## src/rtl/riscv_pkg.sv

```systemverilog
// Shared RV32I decode types: opcodes, ALU ops, immediate formats, control bundle.
// Used by the decode stage and by the execute stage.
package riscv_pkg;

  localparam int XLEN = 32;

  localparam logic [6:0] OPC_LUI     = 7'b0110111;
  localparam logic [6:0] OPC_AUIPC   = 7'b0010111;
  localparam logic [6:0] OPC_JAL     = 7'b1101111;
  localparam logic [6:0] OPC_JALR    = 7'b1100111;
  localparam logic [6:0] OPC_BRANCH  = 7'b1100011;
  localparam logic [6:0] OPC_LOAD    = 7'b0000011;
  localparam logic [6:0] OPC_STORE   = 7'b0100011;
  localparam logic [6:0] OPC_OPIMM   = 7'b0010011;
  localparam logic [6:0] OPC_OP      = 7'b0110011;
  localparam logic [6:0] OPC_MISCMEM = 7'b0001111;
  localparam logic [6:0] OPC_SYSTEM  = 7'b1110011;

  typedef enum logic [3:0] {
    ALU_ADD   = 4'd0,
    ALU_SUB   = 4'd1,
    ALU_SLL   = 4'd2,
    ALU_SLT   = 4'd3,
    ALU_SLTU  = 4'd4,
    ALU_XOR   = 4'd5,
    ALU_SRL   = 4'd6,
    ALU_SRA   = 4'd7,
    ALU_OR    = 4'd8,
    ALU_AND   = 4'd9,
    ALU_PASSB = 4'd10
  } alu_op_e;

  typedef enum logic [2:0] {
    IMM_NONE = 3'd0,
    IMM_I    = 3'd1,
    IMM_S    = 3'd2,
    IMM_B    = 3'd3,
    IMM_U    = 3'd4,
    IMM_J    = 3'd5
  } imm_type_e;

  typedef struct packed {
    alu_op_e    alu_op;
    logic [2:0] funct3;
    logic       alu_src_imm;
    logic       op1_pc;
    logic       mem_read;
    logic       mem_write;
    logic       reg_write;
    logic       branch;
    logic       jump;
  } ctrl_t;

  function automatic logic [31:0] gen_imm(
    input logic [31:0] i,
    input imm_type_e   t
  );
    logic [31:0] r;
    unique case (t)
      IMM_I:   r = {{20{i[31]}}, i[31:20]};
      IMM_S:   r = {{20{i[31]}}, i[31:25], i[11:7]};
      IMM_B:   r = {{19{i[31]}}, i[31], i[7],
                    i[30:25], i[11:8], 1'b0};
      IMM_U:   r = {i[31:12], 12'b0};
      IMM_J:   r = {{11{i[31]}}, i[31], i[19:12],
                    i[20], i[30:21], 1'b0};
      default: r = '0;
    endcase
    return r;
  endfunction

endpackage

```

## src/rtl/decode_stage_if.sv

```systemverilog
// Decode stage bus: IF/ID handshake, register file ports, writeback, ID/EX slot.
// master = upstream/environment side, slave = decode_stage.
interface decode_stage_if;
  import riscv_pkg::*;

  logic            if_valid;
  logic [XLEN-1:0] if_pc;
  logic [31:0]     if_instr;
  logic            id_ready;
  logic            flush;

  logic [5:0]      rf_read1_id;
  logic [5:0]      rf_read2_id;
  logic [31:0]     rf_read1_data;
  logic [31:0]     rf_read2_data;

  logic            wb_write_en;
  logic [4:0]      wb_write_id;
  logic [31:0]     wb_write_data;

  logic            ex_valid;
  logic [XLEN-1:0] ex_pc;
  logic [31:0]     ex_rs1_data;
  logic [31:0]     ex_rs2_data;
  logic [31:0]     ex_imm;
  logic [14:0]     ex_regs;
  ctrl_t           ex_ctrl;
  logic            ex_illegal;

  modport master (
    output if_valid, if_pc, if_instr, flush,
    output rf_read1_data, rf_read2_data,
    output wb_write_en, wb_write_id, wb_write_data,
    input  id_ready, rf_read1_id, rf_read2_id,
    input  ex_valid, ex_pc, ex_rs1_data, ex_rs2_data,
    input  ex_imm, ex_regs, ex_ctrl, ex_illegal
  );

  modport slave (
    input  if_valid, if_pc, if_instr, flush,
    input  rf_read1_data, rf_read2_data,
    input  wb_write_en, wb_write_id, wb_write_data,
    output id_ready, rf_read1_id, rf_read2_id,
    output ex_valid, ex_pc, ex_rs1_data, ex_rs2_data,
    output ex_imm, ex_regs, ex_ctrl, ex_illegal
  );
endinterface

```

## src/rtl/instr_decoder.sv

```systemverilog
// RV32I combinational decoder: instruction word to control bundle,
// immediate, illegal flag and source-register usage.
module instr_decoder
  import riscv_pkg::*;
(
  input  logic [31:0] i_instr,
  output ctrl_t       o_ctrl,
  output logic [31:0] o_imm,
  output logic        o_illegal,
  output logic        o_rs1_used,
  output logic        o_rs2_used
);

  logic [6:0] w_opc;
  logic [2:0] w_f3;
  logic       w_alt;
  logic       w_lui, w_auipc, w_jal, w_jalr;
  logic       w_br, w_ld, w_st, w_opi, w_op, w_fence;
  alu_op_e    w_arith;
  imm_type_e  w_imm_type;

  assign w_opc   = i_instr[6:0];
  assign w_f3    = i_instr[14:12];
  assign w_alt   = i_instr[30];
  assign w_lui   = (w_opc == OPC_LUI);
  assign w_auipc = (w_opc == OPC_AUIPC);
  assign w_jal   = (w_opc == OPC_JAL);
  assign w_jalr  = (w_opc == OPC_JALR);
  assign w_br    = (w_opc == OPC_BRANCH);
  assign w_ld    = (w_opc == OPC_LOAD);
  assign w_st    = (w_opc == OPC_STORE);
  assign w_opi   = (w_opc == OPC_OPIMM);
  assign w_op    = (w_opc == OPC_OP);
  assign w_fence = (w_opc == OPC_MISCMEM);

  // SUB only exists in register form; ADDI ignores bit 30
  always_comb begin
    w_arith = ALU_ADD;
    unique case (w_f3)
      3'b000: w_arith = (w_op && w_alt) ? ALU_SUB : ALU_ADD;
      3'b001: w_arith = ALU_SLL;
      3'b010: w_arith = ALU_SLT;
      3'b011: w_arith = ALU_SLTU;
      3'b100: w_arith = ALU_XOR;
      3'b101: w_arith = w_alt ? ALU_SRA : ALU_SRL;
      3'b110: w_arith = ALU_OR;
      3'b111: w_arith = ALU_AND;
    endcase
  end

  always_comb begin
    o_ctrl     = '0;
    o_illegal  = 1'b0;
    o_rs1_used = 1'b0;
    o_rs2_used = 1'b0;
    w_imm_type = IMM_NONE;
    unique case (1'b1)
      w_lui: begin
        w_imm_type         = IMM_U;
        o_ctrl.alu_op      = ALU_PASSB;
        o_ctrl.alu_src_imm = 1'b1;
        o_ctrl.reg_write   = 1'b1;
      end
      w_auipc: begin
        w_imm_type         = IMM_U;
        o_ctrl.alu_src_imm = 1'b1;
        o_ctrl.op1_pc      = 1'b1;
        o_ctrl.reg_write   = 1'b1;
      end
      w_jal: begin
        w_imm_type         = IMM_J;
        o_ctrl.alu_src_imm = 1'b1;
        o_ctrl.op1_pc      = 1'b1;
        o_ctrl.reg_write   = 1'b1;
        o_ctrl.jump        = 1'b1;
      end
      w_jalr: begin
        w_imm_type         = IMM_I;
        o_ctrl.alu_src_imm = 1'b1;
        o_ctrl.reg_write   = 1'b1;
        o_ctrl.jump        = 1'b1;
        o_rs1_used         = 1'b1;
      end
      w_br: begin
        w_imm_type    = IMM_B;
        o_ctrl.alu_op = ALU_SUB;
        o_ctrl.branch = 1'b1;
        o_rs1_used    = 1'b1;
        o_rs2_used    = 1'b1;
      end
      w_ld: begin
        w_imm_type         = IMM_I;
        o_ctrl.alu_src_imm = 1'b1;
        o_ctrl.mem_read    = 1'b1;
        o_ctrl.reg_write   = 1'b1;
        o_rs1_used         = 1'b1;
      end
      w_st: begin
        w_imm_type         = IMM_S;
        o_ctrl.alu_src_imm = 1'b1;
        o_ctrl.mem_write   = 1'b1;
        o_rs1_used         = 1'b1;
        o_rs2_used         = 1'b1;
      end
      w_opi: begin
        w_imm_type         = IMM_I;
        o_ctrl.alu_op      = w_arith;
        o_ctrl.alu_src_imm = 1'b1;
        o_ctrl.reg_write   = 1'b1;
        o_rs1_used         = 1'b1;
      end
      w_op: begin
        o_ctrl.alu_op    = w_arith;
        o_ctrl.reg_write = 1'b1;
        o_rs1_used       = 1'b1;
        o_rs2_used       = 1'b1;
      end
      w_fence: o_ctrl = '0;
      default: o_illegal = 1'b1;
    endcase
    o_ctrl.funct3 = (o_illegal || w_fence) ? 3'b000 : w_f3;
  end

  assign o_imm = gen_imm(i_instr, w_imm_type);

endmodule

```

## src/rtl/decode_stage.sv

```systemverilog
// RV32I decode stage with ID/EX register, load-use stall and branch flush.
// DECODE_WB_BYPASS_EN: forward writeback data; otherwise a WB match stalls.
module decode_stage
  import riscv_pkg::*;
(
  input logic          clk,
  input logic          reset_n,
  decode_stage_if.slave bus
);

  ctrl_t           w_ctrl;
  logic [31:0]     w_imm;
  logic            w_illegal, w_rs1_used, w_rs2_used;
  logic [4:0]      w_rs1, w_rs2, w_rd, w_ex_rd;
  logic            w_lu_hit, w_wb_hit1, w_wb_hit2;
  logic            w_hz, w_issue;
  logic [31:0]     w_op1, w_op2;

  logic            r_valid;
  logic [XLEN-1:0] r_pc;
  logic [31:0]     r_rs1_data, r_rs2_data, r_imm;
  logic [14:0]     r_regs;
  ctrl_t           r_ctrl;
  logic            r_illegal;

  instr_decoder u_dec (
    .i_instr    (bus.if_instr),
    .o_ctrl     (w_ctrl),
    .o_imm      (w_imm),
    .o_illegal  (w_illegal),
    .o_rs1_used (w_rs1_used),
    .o_rs2_used (w_rs2_used)
  );

  assign w_rs1   = bus.if_instr[19:15];
  assign w_rs2   = bus.if_instr[24:20];
  assign w_rd    = bus.if_instr[11:7];
  assign w_ex_rd = r_regs[4:0];

  assign bus.rf_read1_id = {1'b0, w_rs1};
  assign bus.rf_read2_id = {1'b0, w_rs2};

  // if_valid stays out of the stall term so id_ready never loops back upstream
  assign w_lu_hit = r_valid && r_ctrl.mem_read && (w_ex_rd != 5'd0) &&
                    ((w_rs1_used && (w_rs1 == w_ex_rd)) ||
                     (w_rs2_used && (w_rs2 == w_ex_rd)));

  assign w_wb_hit1 = bus.wb_write_en && (bus.wb_write_id != 5'd0) &&
                     (bus.wb_write_id == w_rs1);
  assign w_wb_hit2 = bus.wb_write_en && (bus.wb_write_id != 5'd0) &&
                     (bus.wb_write_id == w_rs2);

`ifdef DECODE_WB_BYPASS_EN
  assign w_hz  = w_lu_hit;
  assign w_op1 = w_wb_hit1 ? bus.wb_write_data : bus.rf_read1_data;
  assign w_op2 = w_wb_hit2 ? bus.wb_write_data : bus.rf_read2_data;
`else
  assign w_hz  = w_lu_hit ||
                 (w_rs1_used && w_wb_hit1) ||
                 (w_rs2_used && w_wb_hit2);
  assign w_op1 = bus.rf_read1_data;
  assign w_op2 = bus.rf_read2_data;
`endif

  assign bus.id_ready = bus.flush || !w_hz;
  assign w_issue      = bus.if_valid && !bus.flush && !w_hz;

  always_ff @(posedge clk or negedge reset_n) begin
    if (!reset_n) begin
      r_valid    <= 1'b0;
      r_pc       <= '0;
      r_rs1_data <= '0;
      r_rs2_data <= '0;
      r_imm      <= '0;
      r_regs     <= '0;
      r_ctrl     <= '0;
      r_illegal  <= 1'b0;
    end else begin
      r_valid    <= w_issue;
      r_pc       <= bus.if_pc;
      r_rs1_data <= w_op1;
      r_rs2_data <= w_op2;
      r_imm      <= w_imm;
      r_regs     <= {w_rs1, w_rs2, w_rd};
      r_ctrl     <= w_issue ? w_ctrl : '0;
      r_illegal  <= w_issue && w_illegal;
    end
  end

  assign bus.ex_valid    = r_valid;
  assign bus.ex_pc       = r_pc;
  assign bus.ex_rs1_data = r_rs1_data;
  assign bus.ex_rs2_data = r_rs2_data;
  assign bus.ex_imm      = r_imm;
  assign bus.ex_regs     = r_regs;
  assign bus.ex_ctrl     = r_ctrl;
  assign bus.ex_illegal  = r_illegal;

endmodule

```

## src/flat_wrapper.sv

```systemverilog
// flat-port wrapper written by rule: the top's interface ports become plain ports
module decode_stage_flat import riscv_pkg::*;
  (clk, reset_n, bus_if_valid, bus_if_pc, bus_if_instr, bus_flush, bus_rf_read1_data, bus_rf_read2_data, bus_wb_write_en, bus_wb_write_id, bus_wb_write_data, bus_id_ready, bus_rf_read1_id, bus_rf_read2_id, bus_ex_valid, bus_ex_pc, bus_ex_rs1_data, bus_ex_rs2_data, bus_ex_imm, bus_ex_regs, bus_ex_ctrl, bus_ex_illegal);
  decode_stage_if bus_i ();
  input logic clk;
  input logic reset_n;
  input wire logic [$bits(bus_i.if_valid)-1:0] bus_if_valid;
  input wire logic [$bits(bus_i.if_pc)-1:0] bus_if_pc;
  input wire logic [$bits(bus_i.if_instr)-1:0] bus_if_instr;
  input wire logic [$bits(bus_i.flush)-1:0] bus_flush;
  input wire logic [$bits(bus_i.rf_read1_data)-1:0] bus_rf_read1_data;
  input wire logic [$bits(bus_i.rf_read2_data)-1:0] bus_rf_read2_data;
  input wire logic [$bits(bus_i.wb_write_en)-1:0] bus_wb_write_en;
  input wire logic [$bits(bus_i.wb_write_id)-1:0] bus_wb_write_id;
  input wire logic [$bits(bus_i.wb_write_data)-1:0] bus_wb_write_data;
  output wire logic [$bits(bus_i.id_ready)-1:0] bus_id_ready;
  output wire logic [$bits(bus_i.rf_read1_id)-1:0] bus_rf_read1_id;
  output wire logic [$bits(bus_i.rf_read2_id)-1:0] bus_rf_read2_id;
  output wire logic [$bits(bus_i.ex_valid)-1:0] bus_ex_valid;
  output wire logic [$bits(bus_i.ex_pc)-1:0] bus_ex_pc;
  output wire logic [$bits(bus_i.ex_rs1_data)-1:0] bus_ex_rs1_data;
  output wire logic [$bits(bus_i.ex_rs2_data)-1:0] bus_ex_rs2_data;
  output wire logic [$bits(bus_i.ex_imm)-1:0] bus_ex_imm;
  output wire logic [$bits(bus_i.ex_regs)-1:0] bus_ex_regs;
  output wire logic [$bits(bus_i.ex_ctrl)-1:0] bus_ex_ctrl;
  output wire logic [$bits(bus_i.ex_illegal)-1:0] bus_ex_illegal;
  assign bus_i.if_valid = bus_if_valid;
  assign bus_i.if_pc = bus_if_pc;
  assign bus_i.if_instr = bus_if_instr;
  assign bus_i.flush = bus_flush;
  assign bus_i.rf_read1_data = bus_rf_read1_data;
  assign bus_i.rf_read2_data = bus_rf_read2_data;
  assign bus_i.wb_write_en = bus_wb_write_en;
  assign bus_i.wb_write_id = bus_wb_write_id;
  assign bus_i.wb_write_data = bus_wb_write_data;
  assign bus_id_ready = bus_i.id_ready;
  assign bus_rf_read1_id = bus_i.rf_read1_id;
  assign bus_rf_read2_id = bus_i.rf_read2_id;
  assign bus_ex_valid = bus_i.ex_valid;
  assign bus_ex_pc = bus_i.ex_pc;
  assign bus_ex_rs1_data = bus_i.ex_rs1_data;
  assign bus_ex_rs2_data = bus_i.ex_rs2_data;
  assign bus_ex_imm = bus_i.ex_imm;
  assign bus_ex_regs = bus_i.ex_regs;
  assign bus_ex_ctrl = bus_i.ex_ctrl;
  assign bus_ex_illegal = bus_i.ex_illegal;
  decode_stage u_core (.clk(clk), .reset_n(reset_n), .bus(bus_i));
endmodule
```

## config.mk

```make
export PLATFORM = sky130hd
export DESIGN_NAME = decode_stage_flat
export DESIGN_NICKNAME = d
export VERILOG_FILES = /design/src/rtl/riscv_pkg.sv /design/src/rtl/decode_stage_if.sv /design/src/rtl/instr_decoder.sv /design/src/rtl/decode_stage.sv /design/src/flat_wrapper.sv
export SDC_FILE = /design/constraint.sdc
export NUM_CORES = 1
export LEC_CHECK = 0
export CAP_MARGIN = 20
export CORE_AREA = 2 2 134 136
export CTS_CLUSTER_DIAMETER = 100
export CTS_CLUSTER_SIZE = 25
export DETAILED_ROUTE_END_ITERATION = 10
export DIE_AREA = 0 0 136 138
export GPL_ROUTABILITY_DRIVEN = 0
export PLACE_DENSITY = 0.71
export SETUP_SLACK_MARGIN = 0.05
export SLEW_MARGIN = 20
export SYNTH_ARGS = -nofsm -noshare
export SYNTH_HDL_FRONTEND = slang
export SYNTH_SLANG_ARGS = --single-unit
```

## constraint.sdc

```tcl
create_clock -name clk -period 2.37 [get_ports clk]
set_input_delay 0.3555 -clock clk [delete_from_list [all_inputs] [get_ports clk]]
set_output_delay 0.3555 -clock clk [all_outputs]
set_load 0.005 [all_outputs]
```

# ---- Word-level counts from Yosys, hierarchy flattened
# Cells that the tools add are included.
dict set report totals {
  memories 0
  latchBits 0
  input_bits 170
  word_cells 94
  ramBits 0
  rom_bits 0
  reg_bits 159
  out_inout_bits 172
}
dict set report op_classes {
  reduce_logical 34
  n_addsub 0
  n_eq_ne 26
  div 0
  n_lt_le_gt_ge 0
  n_mux 18
  n_mul 0
  n_bitwise 0
  shift 0
}
# operator n
set op_table {}
lappend op_table {{case mux 32 bit (5 select lines)} 1}
lappend op_table {{case mux 4 bit (8 select lines)} 1}
lappend op_table {{== test 7 x 6 -> 1 bit (second input constant)} 3}
lappend op_table {{== test 7 bit (second input constant)} 3}
lappend op_table {{== test 5 bit} 4}
lappend op_table {{== test 3 bit (second input constant)} 6}
lappend op_table {{case mux 3 bit (5 select lines)} 1}
lappend op_table {{== test 7 x 5 -> 1 bit (second input constant)} 2}
lappend op_table {{logical AND 1 bit} 14}
lappend op_table {{2-to-1 mux 14 bit} 1}
lappend op_table {{OR reduction 7 bit} 2}
lappend op_table {{== test 3 x 2 -> 1 bit (second input constant)} 4}
lappend op_table {{2-to-1 mux 1 bit} 12}
lappend op_table {{case mux 4 bit (3 select lines)} 1}
lappend op_table {{nonzero test 5 bit} 2}
lappend op_table {{OR reduction 10 bit} 1}
lappend op_table {{OR reduction 2 bit} 4}
lappend op_table {{== test 7 x 2 -> 1 bit (second input constant)} 1}
lappend op_table {{== test 7 x 4 -> 1 bit (second input constant)} 1}
lappend op_table {{== test 3 x 1 -> 1 bit (second input constant)} 2}
lappend op_table {{OR reduction 3 bit} 2}
lappend op_table {{OR reduction 6 bit} 1}
lappend op_table {{logical OR 1 bit} 5}
lappend op_table {{logical NOT 3 bit} 1}
lappend op_table {{2 further kinds} 3}

# ---- Logic depth before layout (Yosys ltp)
# Gate-level depths: netlist (run 1).
dict set report depth {
  depth_word 11
  ltp_mapped 7
  depth_no_buf 5
}

# ---- Hierarchy
# From an unflattened synthesis (run 1), not the netlist that was laid out.
dict set report unflattened {
  hier_cells 343
  area_unflattened_um2 5240.0
}
# module area_each_um2 cells_per_inst instances
set modules_own_cells {}
lappend modules_own_cells {decode_stage 4484.3 228 1}
lappend modules_own_cells {instr_decoder 755.7 115 1}

# ---- Worst setup path after synthesis (run 1)
# OpenSTA, ideal clock, no wires.
dict set report synth_timing {
  path_type {input to output}
  from {input port bus_if_instr[3]}
  to {output port bus_id_ready}
  cell_stages 6
  path_slack_ps 457
  n_path_buf 1
  arrival_time_ps 1558
  path_cell_list {buf_6 > and4bb_2 > nand3_1 > or4b_4 > nand2_1 > o21bai_1}
}
dict set report synth_via {
  elab_chain_len 10
}
# item line_no
set synth_rtl {}
lappend synth_rtl {{from (decl)} flat_wrapper.sv:9} ;# input wire logic [$bits(bus_i.if_instr)-1:0] bus_if_instr;
lappend synth_rtl {{== test 7 bit (tied with other cells)} instr_decoder.sv:28} ;# assign w_jalr = (w_opc == OPC_JALR);
lappend synth_rtl {{OR reduction 6 bit (no line) or OR reduction 3 bit (tied branches)} --}
lappend synth_rtl {{2-to-1 mux 1 bit} instr_decoder.sv:57} ;# unique case (1'b1)
lappend synth_rtl {{logical AND 1 bit, on equally long branches} {decode_stage.sv:45, decode_stage.sv:46}}
lappend synth_rtl {{logical OR 1 bit} decode_stage.sv:45} ;# ((w_rs1_used && (w_rs1 == w_ex_rd)) ||
lappend synth_rtl {{logical AND 1 bit} decode_stage.sv:44} ;# assign w_lu_hit = r_valid && r_ctrl.mem_read && (w_ex_rd != 5'd0) &&
lappend synth_rtl {{logical OR 1 bit} decode_stage.sv:58} ;# assign w_hz = w_lu_hit ||
lappend synth_rtl {{logical OR 1 bit (*)} decode_stage.sv:59} ;# (w_rs1_used && w_wb_hit1) ||
lappend synth_rtl {{logical NOT 1 bit (*)} decode_stage.sv:65} ;# assign bus.id_ready = bus.flush || !w_hz;
lappend synth_rtl {{logical OR 1 bit (*)} decode_stage.sv:65}
lappend synth_rtl {{to (decl)} flat_wrapper.sv:16} ;# output wire logic [$bits(bus_i.id_ready)-1:0] bus_id_ready;
# Mark *: on every way between the ends. The rest lies on a longest branch, timed or not.

# ---- Final worst setup path (run 1)
dict set report layout_timing {
  from {input port bus_if_instr[19]}
  to {output port bus_id_ready}
}
dict set report layout_via {
  elab_chain_len 8
}
# item line_no
set layout_rtl {}
lappend layout_rtl {{== test 5 bit} decode_stage.sv:45}
lappend layout_rtl {{logical AND 1 bit} decode_stage.sv:45}
lappend layout_rtl {{logical OR 1 bit} decode_stage.sv:45}
lappend layout_rtl {{logical AND 1 bit} decode_stage.sv:44}
lappend layout_rtl {{logical OR 1 bit (*)} decode_stage.sv:58}
lappend layout_rtl {{logical OR 1 bit (*)} decode_stage.sv:59}
lappend layout_rtl {{logical NOT 1 bit (*)} decode_stage.sv:65}
lappend layout_rtl {{logical OR 1 bit (*)} decode_stage.sv:65}
# Marked as above.

==> out/metrics.json, run 1 <==
{
  "outcome": {"value": "finished, final reports clean"},
  "tritoncts_num_sinks": {"value": 159},
  "cts_root_buf": {"value": "sky130_fd_sc_hd__clkbuf_16"},
  "finalCriticalPeriod": {"value": 2.179, "unit": "ns"},
  "path_delay_family": {"value": "buffers and inverters"},
  "routed-via-count": {"value": 4117},
  "first_iter_violations": {"value": 114},
  "fin_area": {"value": 9407, "unit": "um2"},
  "timing.final.setup_violations": {"value": 0},
  "critical_path.max_fanout": {"value": 5},
  "synth-warning-count": {"value": 0},
  "startpoint_type": {"value": "input port"},
  "tightest_pin_transition": {"value": 0.5614, "unit": "ns"},
  "slew_viol_final": {"value": 0},
  "netlist.top_cell.by_area": {"value": "sky130_fd_sc_hd__dfrtp_1"},
  "start_util": {"value": 30.03, "unit": "%"},
  "floorplan.die.height": {"value": 138, "unit": "um"},
  "fin_skew": {"value": 0.008910, "unit": "ns"},
  "synth-seq-area-share": {"value": 75.55, "unit": "%"},
  "crit_chain": {"value": "clkdlybuf4s50_1 > xor2_1 > nor3_1 > nand4_1 > a21oi_2 > o21bai_1 > buf_2"},
  "p_sw": {"value": 1439, "unit": "uW"},
  "areaGrowthSynthToFinish": {"value": 78.62, "unit": "%"},
  "period_utilization": {"value": 91.96, "unit": "%"},
  "ff2ff_setup_slack": {"value": 0.72, "unit": "ns"},
  "fin_cells": {"value": 945},
  "cts-buffers-inserted": {"value": 17},
  "rsz0062_at_grt": {"value": "no"},
  "vdd_drop_max": {"value": 0.0004427, "unit": "V"},
  "grt_antenna_before_repair": {"value": 1},
  "row_count": {"value": 49},
  "port_buffers": {"value": 307},
  "clock_power_share": {"value": 43.2, "unit": "%"},
  "achievable-frequency": {"value": 0.4588, "unit": "GHz"},
  "postSynthRegisterBits": {"value": 159},
  "synthesis.area_per_instance": {"value": 14.51, "unit": "um2"},
  "total_power": {"value": 6319, "unit": "uW"},
  "detailed_place_hpwl": {"value": 13310, "unit": "um"},
  "cp.buffers_inverters": {"value": 2},
  "synth_top_area_share": {"value": 75.55, "unit": "%"},
  "detail_route.drc_violations": {"value": 0},
  "async_s_r_ff_share_synth": {"value": 100.0, "unit": "%"},
  "placed_cells": {"value": 910},
  "cap_violations": {"value": 0},
  "grt_max_degree": {"value": 69},
  "pwr-share-seq": {"value": 45.3, "unit": "%"},
  "synth_enable_flop_cells": {"value": 0},
  "final_hold_viol_count": {"value": 0},
  "grt_first_pass_wirelength": {"value": 25120, "unit": "um"},
  "postLayoutSetupSlackWorst": {"value": 0.1906, "unit": "ns"},
  "total_leakage_power": {"value": 0.004271, "unit": "uW"},
  "nNetsFinal": {"value": 873},
  "drtPass1Iterations": {"value": 6},
  "highest_layer": {"value": "met4"},
  "track_usage": {"value": 17.96, "unit": "%"},
  "power_frac_comb": {"value": 11.5, "unit": "%"},
  "synthesis.instances": {"value": 363},
  "dpl_worst_slack": {"value": -0.3719, "unit": "ns"},
  "crit_path_max_incr_delay": {"value": 0.53, "unit": "ns"},
  "ant_nets": {"value": 0},
  "power_per_cell_area": {"value": 671.8, "unit": "nW/um2"},
  "viasPerCell": {"value": 4.357},
  "insertion_delay": {"value": 0.41, "unit": "ns"},
  "routed_wire_length": {"value": 16600, "unit": "um"},
  "switching_share": {"value": 22.78, "unit": "%"},
  "wl_met2": {"value": 9136, "unit": "um"},
  "holdCritPathClass": {"value": "in2reg"},
  "fillerInstances": {"value": 1434},
  "dr_wl_met3": {"value": 1293, "unit": "um"},
  "internal_power": {"value": 4880, "unit": "uW"},
  "syn_area": {"value": 5266, "unit": "um2"},
  "clock_pin_slew_worst_setup_and_hold_paths": {"value": 0.07, "unit": "ns"},
  "crit_path_end_kind": {"value": "primary output"},
  "final_layout_size_suffix_gt1_share": {"value": 12.17, "unit": "%"},
  "htree_num_levels": {"value": 4},
  "place_area": {"value": 8717, "unit": "um2"},
  "yosys-top-cells-area": {"value": "sky130_fd_sc_hd__dfrtp_1 76%, sky130_fd_sc_hd__nand2_1 2.6%, sky130_fd_sc_hd__xor2_1 2.2%"},
  "ys_types": {"value": 48},
  "criticalPathCategory": {"value": "in2out"},
  "globalRoute.totalOverflow": {"value": 0},
  "core_area": {"value": 17530, "unit": "um2"},
  "relSlewSlack": {"value": 62.58, "unit": "%"},
  "die_x_extent": {"value": 136, "unit": "um"},
  "via_count_of_the_first_global_routing_pass": {"value": 4397},
  "tritoncts": {"value": "done"},
  "clockBufferDepth": {"value": 2},
  "crit_required": {"value": 2.01, "unit": "ns"},
  "synthFlopType": {"value": "sky130_fd_sc_hd__dfrtp_1"},
  "data_arrival_critical_path": {"value": 1.82, "unit": "ns"},
  "design.die.area": {"value": 18770, "unit": "um2"},
  "wirelength_met1": {"value": 5670, "unit": "um"},
  "floorplan.io_pins": {"value": 342},
  "crit_path_top_delay_cell": {"value": "sky130_fd_sc_hd__clkdlybuf4s50_1"},
  "routed_wire_length_per_instance": {"value": 17.57, "unit": "um"}
}
==> stage by stage <==
stage	setup TNS (ns)	utilization, %	hold slack (ns)
5_1_grt	0	53.65	0.2092
2_1_floorplan	0	-	0.05991
4_1_cts	0	53.30	0.3533
6_report	0	53.65	0.2221
3_5_place_dp	-0.3719	49.71	0.3507
3_3_place_gp	-0.3561	49.71	0.3379
==> per-layer routing <==
layer	vias to the layer above	global-route usage, %
li1	1874	-
met4	0	6.524
met1	2006	18.75
met5	-	0
met2	203	33.30
met3	34	5.611
==> repair_timing <==
| action | in CTS | in global routing |
|---|---|---|
| hold buffers | 1 | 0 |
| endpoints found under the setup margin | 1 | 1 |
| gates cloned | 0 | 0 |
| buffers inserted | 1 | 1 |
| pin swaps | 4 | 9 |
| endpoints found under the hold margin | 51 | 0 |
| resized for setup | 10 | 16 |
==> cell type report <==
class,instances,area (um2),share of cell area [%]
Timing Repair Buffer,345,3425,36.41
Multi-Input combinational cell,178,1111,11.81
Tap cell,229,286.5,3.046
Sequential cell,159,3979,42.30
Antenna cell,1,2.502,0.02660
Clock inverter,14,170.2,1.809
Clock buffer,17,425.4,4.522
Inverter,2,7.507,0.07981
==> cell usage after synthesis, types with 2 or more instances <==
cell / count
sky130_fd_sc_hd__clkbuf_8: 3
sky130_fd_sc_hd__dfrtp_1: 159
sky130_fd_sc_hd__o21bai_1: 2
sky130_fd_sc_hd__buf_6: 3
sky130_fd_sc_hd__xor2_1: 13
sky130_fd_sc_hd__nand4_1: 2
sky130_fd_sc_hd__and2_2: 2
sky130_fd_sc_hd__nand2_1: 37
sky130_fd_sc_hd__nor3_1: 17
sky130_fd_sc_hd__nand3_1: 14
sky130_fd_sc_hd__buf_2: 3
sky130_fd_sc_hd__and2b_2: 2
sky130_fd_sc_hd__or3b_1: 2
sky130_fd_sc_hd__a22oi_1: 3
sky130_fd_sc_hd__clkbuf_1: 2
sky130_fd_sc_hd__a21oi_1: 7
sky130_fd_sc_hd__inv_1: 2
sky130_fd_sc_hd__a21o_1: 12
sky130_fd_sc_hd__and2_1: 7
sky130_fd_sc_hd__nor2_1: 14
sky130_fd_sc_hd__nor4_1: 2
sky130_fd_sc_hd__nand4b_1: 3
sky130_fd_sc_hd__nor2b_1: 2
sky130_fd_sc_hd__o21ai_0: 9
sky130_fd_sc_hd__buf_4: 12
sky130_fd_sc_hd__xnor2_1: 7
==> registers in the layout (all words and copies together) (netlist names) <==
| name | count |
|---|---|
| u_core.bus.ex_imm | 32 |
| u_core.bus.ex_pc | 32 |
| u_core.bus.ex_rs1_data | 32 |
| u_core.bus.ex_rs2_data | 32 |
| u_core.bus.ex_regs | 15 |
| u_core.bus.ex_ctrl | 14 |
| u_core.bus.ex_illegal | 1 |
| u_core.bus.ex_valid | 1 |
==> cells by family after synthesis <==
group / synth area share (%)
xor gates and xnor gates: 3.326
other: 0.07121
buffers and inverters: 4.205
AOI/OAI and AO/OA: 5.465
DFF: 75.55
and+or+nand+nor: 11.17
muxes: 0.2138
==> cell usage in the layout, fill, tap and decap left out, drive strengths merged, types with 2 or more instances in the layout <==
cell type	n
a21o	12
a21oi	7
a22oi	3
and2	9
and2b	3
buf	39
bufinv	2
clkbuf	17
clkdlybuf4s50	290
clkinv	3
clkinvlp	2
conb	2
dfrtp	159
dlygate4sd2	2
dlymetal6s2s	13
inv	9
nand2	37
nand3	14
nand3b	2
nand4	2
nand4b	3
nor2	14
nor2b	2
nor3	17
nor4	2
o21ai	9
o21bai	2
or3	2
or3b	2
xnor2	7
xor2	13
==> worst register-to-register path, cell delays in order (launching register included) <==
cell and delay [ns]:
sky130_fd_sc_hd__dfrtp_1 0.41, sky130_fd_sc_hd__buf_4 0.17, sky130_fd_sc_hd__xor2_1 0.16, sky130_fd_sc_hd__nor3_1 0.19, sky130_fd_sc_hd__nand4b_1 0.17, sky130_fd_sc_hd__buf_4 0.18, sky130_fd_sc_hd__nand3b_4 0.16, sky130_fd_sc_hd__nor3_1 0.09
==> power by group through the flow <==
stage | combinational [uW] | clock [uW] | sequential, uW
floorplan | 117 | 0 | 2920
global placement | 717 | 0 | 2910
detailed placement | 730 | 0 | 2910
CTS | 737 | 2810 | 2860
global route | 786 | 2930 | 2870
finish | 727 | 2730 | 2860
==> worst paths after layout <==
check / endpoint / from / cells past startpoint
max: bus_id_ready / bus_if_instr[19] / 7
min: u_core.bus.ex_regs[12]$_DFF_PN0_ / bus_if_instr[17] / 1
max reg2reg: u_core.bus.ex_ctrl[9]$_DFF_PN0_ / u_core.bus.ex_regs[0]$_DFF_PN0_ / 7
min reg2reg: u_core.bus.ex_valid$_DFF_PN0_ / u_core.bus.ex_regs[1]$_DFF_PN0_ / 5
max in group asynchronous: u_core.bus.ex_ctrl[12]$_DFF_PN0_ / reset_n / 3
min in group asynchronous: u_core.bus.ex_ctrl[0]$_DFF_PN0_ / reset_n / 2
Note: power is estimated with default switching activity, not from simulation.
==> inputs of run 2 (changes only) <==
--- a/config.mk
+++ b/config.mk
@@ -12,8 +12,8 @@
 export DETAILED_ROUTE_END_ITERATION = 10
 export DIE_AREA = 0 0 136 138
 export GPL_ROUTABILITY_DRIVEN = 0
-export PLACE_DENSITY = 0.71
-export SETUP_SLACK_MARGIN = 0.05
+export PLACE_DENSITY = 0.69
+export SETUP_SLACK_MARGIN = 0.02
 export SLEW_MARGIN = 20
 export SYNTH_ARGS = -nofsm -noshare
 export SYNTH_HDL_FRONTEND = slang
==> out/metrics.json, run 2 (synthesized netlist as in run 1, its figures left out) <==
{
  "floorplan.io_pins": {"value": 342, "change": "unchanged"},
  "areaGrowthSynthToFinish": {"value": 77.33, "unit": "%", "change": "was 78.62%"},
  "nNetsFinal": {"value": 872, "change": "was 873"},
  "total_leakage_power": {"value": 0.004180, "unit": "uW", "change": "was 0.004271 uW"},
  "tightest_pin_transition": {"value": 0.5156, "unit": "ns", "change": "was 0.5614 ns"},
  "data_arrival_critical_path": {"value": 1.94, "unit": "ns", "change": "was 1.82 ns"},
  "vdd_drop_max": {"value": 0.0004467, "unit": "V", "change": "was 0.0004427 V"},
  "tritoncts": {"value": "done", "change": "unchanged"},
  "routed_wire_length": {"value": 16320, "unit": "um", "change": "was 16,600 um"},
  "start_util": {"value": 30.03, "unit": "%", "change": "unchanged"},
  "achievable-frequency": {"value": 0.4362, "unit": "GHz", "change": "was 0.4588 GHz"},
  "detailed_place_hpwl": {"value": 13000, "unit": "um", "change": "was 13,310 um"},
  "globalRoute.totalOverflow": {"value": 0, "change": "unchanged"},
  "clock_power_share": {"value": 43.2, "unit": "%", "change": "about the same"},
  "slew_viol_final": {"value": 0, "change": "unchanged"},
  "core_area": {"value": 17530, "unit": "um2", "change": "unchanged"},
  "dpl_worst_slack": {"value": -0.4057, "unit": "ns", "change": "was -0.3719 ns"},
  "crit_chain": {"value": "clkdlybuf4s50_1 > xnor2_1 > nand3_1 > or4b_4 > nand2_2 > o21bai_1 > buf_2", "change": "was clkdlybuf4s50_1 > xor2_1 > nor3_1 > nand4_1 > a21oi_2 > o21bai_1 > buf_2"},
  "most_frequent_standard_cell_in_the_layout_excluding_fill_and_tap_cells": {"value": "sky130_fd_sc_hd__clkdlybuf4s50_1", "change": "unchanged"},
  "via_count_of_the_first_global_routing_pass": {"value": 4327, "change": "was 4,397"},
  "routed_wire_length_per_instance": {"value": 17.31, "unit": "um", "change": "was 17.57 um"},
  "viasPerCell": {"value": 4.355, "change": "was 4.357"},
  "cts-buffers-inserted": {"value": 17, "change": "unchanged"},
  "final_layout_size_suffix_gt1_share": {"value": 11.62, "unit": "%", "change": "was 12.17%"},
  "die_x_extent": {"value": 136, "unit": "um", "change": "unchanged"},
  "row_count": {"value": 49, "change": "unchanged"},
  "cap_violations": {"value": 0, "change": "unchanged"},
  "total_power": {"value": 6313, "unit": "uW", "change": "was 6319 uW"},
  "detail_route.drc_violations": {"value": 0, "change": "unchanged"},
  "timing.final.setup_violations": {"value": 0, "change": "unchanged"},
  "criticalPathCategory": {"value": "in2out", "change": "unchanged"},
  "pwr-share-seq": {"value": 45.3, "unit": "%", "change": "about the same"},
  "p_sw": {"value": 1432, "unit": "uW", "change": "was 1439 uW"},
  "switching_share": {"value": 22.68, "unit": "%", "change": "was 22.78%"},
  "crit_required": {"value": 2.01, "unit": "ns", "change": "about the same"},
  "fin_tns_setup": {"value": 0, "unit": "ns", "change": "unchanged"},
  "port_buffers": {"value": 307, "change": "unchanged"},
  "insertion_delay": {"value": 0.41, "unit": "ns", "change": "about the same"},
  "grt_first_pass_wirelength": {"value": 24980, "unit": "um", "change": "was 25,120 um"},
  "cts_root_buf": {"value": "sky130_fd_sc_hd__clkbuf_16", "change": "unchanged"},
  "crit_path_end_kind": {"value": "primary output", "change": "unchanged"},
  "postLayoutSetupSlackWorst": {"value": 0.07768, "unit": "ns", "change": "was 0.1906 ns"},
  "clock_pin_slew_worst_setup_and_hold_paths": {"value": 0.07, "unit": "ns", "change": "about the same"},
  "fillerInstances": {"value": 1437, "change": "was 1,434"},
  "design.die.area": {"value": 18770, "unit": "um2", "change": "unchanged"},
  "crit_path_top_delay_cell": {"value": "sky130_fd_sc_hd__or4b_4", "change": "was sky130_fd_sc_hd__clkdlybuf4s50_1"},
  "antenna-diode-count": {"value": 0, "change": "was 1"},
  "relSlewSlack": {"value": 65.63, "unit": "%", "change": "was 62.58%"},
  "finalCoreUtilization": {"value": 53.26, "unit": "%", "change": "was 53.65%"},
  "track_usage": {"value": 17.73, "unit": "%", "change": "was 17.96%"},
  "htree_num_levels": {"value": 4, "change": "unchanged"},
  "power_frac_comb": {"value": 11.5, "unit": "%", "change": "about the same"},
  "rsz0062_at_grt": {"value": "no", "change": "unchanged"},
  "period_utilization": {"value": 96.72, "unit": "%", "change": "was 91.96%"},
  "grt_antenna_before_repair": {"value": 0, "change": "was 1"},
  "outcome": {"value": "finished, final reports clean", "change": "unchanged"},
  "crit_path_max_incr_delay": {"value": 0.54, "unit": "ns", "change": "was 0.53 ns"},
  "finalCriticalPeriod": {"value": 2.292, "unit": "ns", "change": "was 2.179 ns"},
  "drtPass1Iterations": {"value": 7, "change": "was 6"},
  "power_per_cell_area": {"value": 675.9, "unit": "nW/um2", "change": "was 671.8 nW/um2"},
  "first_iter_violations": {"value": 189, "change": "was 114"},
  "floorplan.die.height": {"value": 138, "unit": "um", "change": "unchanged"},
  "tritoncts_num_sinks": {"value": 159, "change": "unchanged"},
  "critical_path.max_fanout": {"value": 2, "change": "was 5"},
  "startpoint_type": {"value": "input port", "change": "unchanged"},
  "mostFrequentLayoutCells": {"value": "298 x sky130_fd_sc_hd__clkdlybuf4s50_1, 159 x sky130_fd_sc_hd__dfrtp_1, 36 x sky130_fd_sc_hd__nand2_1", "change": "was 290 x sky130_fd_sc_hd__clkdlybuf4s50_1, 159 x sky130_fd_sc_hd__dfrtp_1, 36 x sky130_fd_sc_hd__nand2_1"},
  "holdCritPathClass": {"value": "in2reg", "change": "unchanged"},
  "grt_max_degree": {"value": 58, "change": "was 69"},
  "ant_nets": {"value": 0, "change": "unchanged"},
  "routed-via-count": {"value": 4107, "change": "was 4,117"},
  "fin_skew": {"value": 0.008530, "unit": "ns", "change": "was 0.008910 ns"},
  "internal_power": {"value": 4881, "unit": "uW", "change": "was 4880 uW"},
  "final_hold_viol_count": {"value": 0, "change": "unchanged"},
  "clockBufferDepth": {"value": 2, "change": "unchanged"}
}
[run 2: worst max-delay path, delay by kind of cell]
| family | cells | cell delay [ns] |
|---|---|---|
| and+or+nand+nor | 3 | 0.74 |
| buffers and inverters | 2 | 0.64 |
| AOI/OAI and AO/OA | 1 | 0.06 |
| xor gates and xnor gates | 1 | 0.13 |
[run 2: worst paths after layout]
check                                                      from                                   to  slack [ns]  cells after the start
worst max-delay path                           bus_if_instr[24]                         bus_id_ready        0.08                      7
worst min-delay path                            bus_if_instr[0]      u_core.bus.ex_illegal$_DFF_PN0_        0.29                      3
worst max register to register  u_core.bus.ex_regs[3]$_DFF_PN0_      u_core.bus.ex_ctrl[6]$_DFF_PN0_        0.68                      6
worst min register to register  u_core.bus.ex_regs[1]$_DFF_PN0_        u_core.bus.ex_valid$_DFF_PN0_        1.04                      5
max in group asynchronous                               reset_n  u_core.bus.ex_rs2_data[6]$_DFF_PN0_        1.31                      3
min in group asynchronous                               reset_n      u_core.bus.ex_illegal$_DFF_PN0_        0.41                      2
[run 2: cell type report]
class	instances	area, um2	area share [%]
clock buffers	17	425.4	4.555
clock inverters	14	168.9	1.809
inverters	2	7.507	0.08039
multi-input cells	178	1084	11.60
flip-flops and latches	159	3979	42.60
well taps	229	286.5	3.068
repair buffers	344	3388	36.28
[run 2: what timing repair did]
| action | in CTS | in global routing |
|---|---|---|
| resized for setup | 7 | 7 |
| setup buffers | 0 | 1 |
| endpoints found under the setup margin | 1 | 1 |
| pin swaps | 4 | 3 |
| endpoints found under the hold margin | 32 | 0 |
| cloned | 0 | 0 |
| hold buffers | 1 | 0 |
[run 2: layer usage]
layer	GRT usage, %	wire (um)
met1	19.70	5870
met2	32.37	8869
met3	4.620	1168
met4	6.140	414
met5	0	0
[run 2: power by group through the flow]
stage / Combinational (uW) / Clock, uW / Sequential [uW]
after floorplan: 117 / 0 / 2920
after global placement: 717 / 0 / 2910
after detailed placement: 732 / 0 / 2910
after CTS: 737 / 2800 / 2860
after global routing: 785 / 2940 / 2870
final: 726 / 2730 / 2860
[run 2: stage by stage]
stage	area (um2)	hold slack, ns	cells
2_1_floorplan	5270	0.05991	364
3_3_place_gp	8705	0.2761	910
3_5_place_dp	8705	0.2854	910
4_1_cts	9310	0.3607	942
5_1_grt	9339	0.3104	943
6_report	9339	0.2914	943
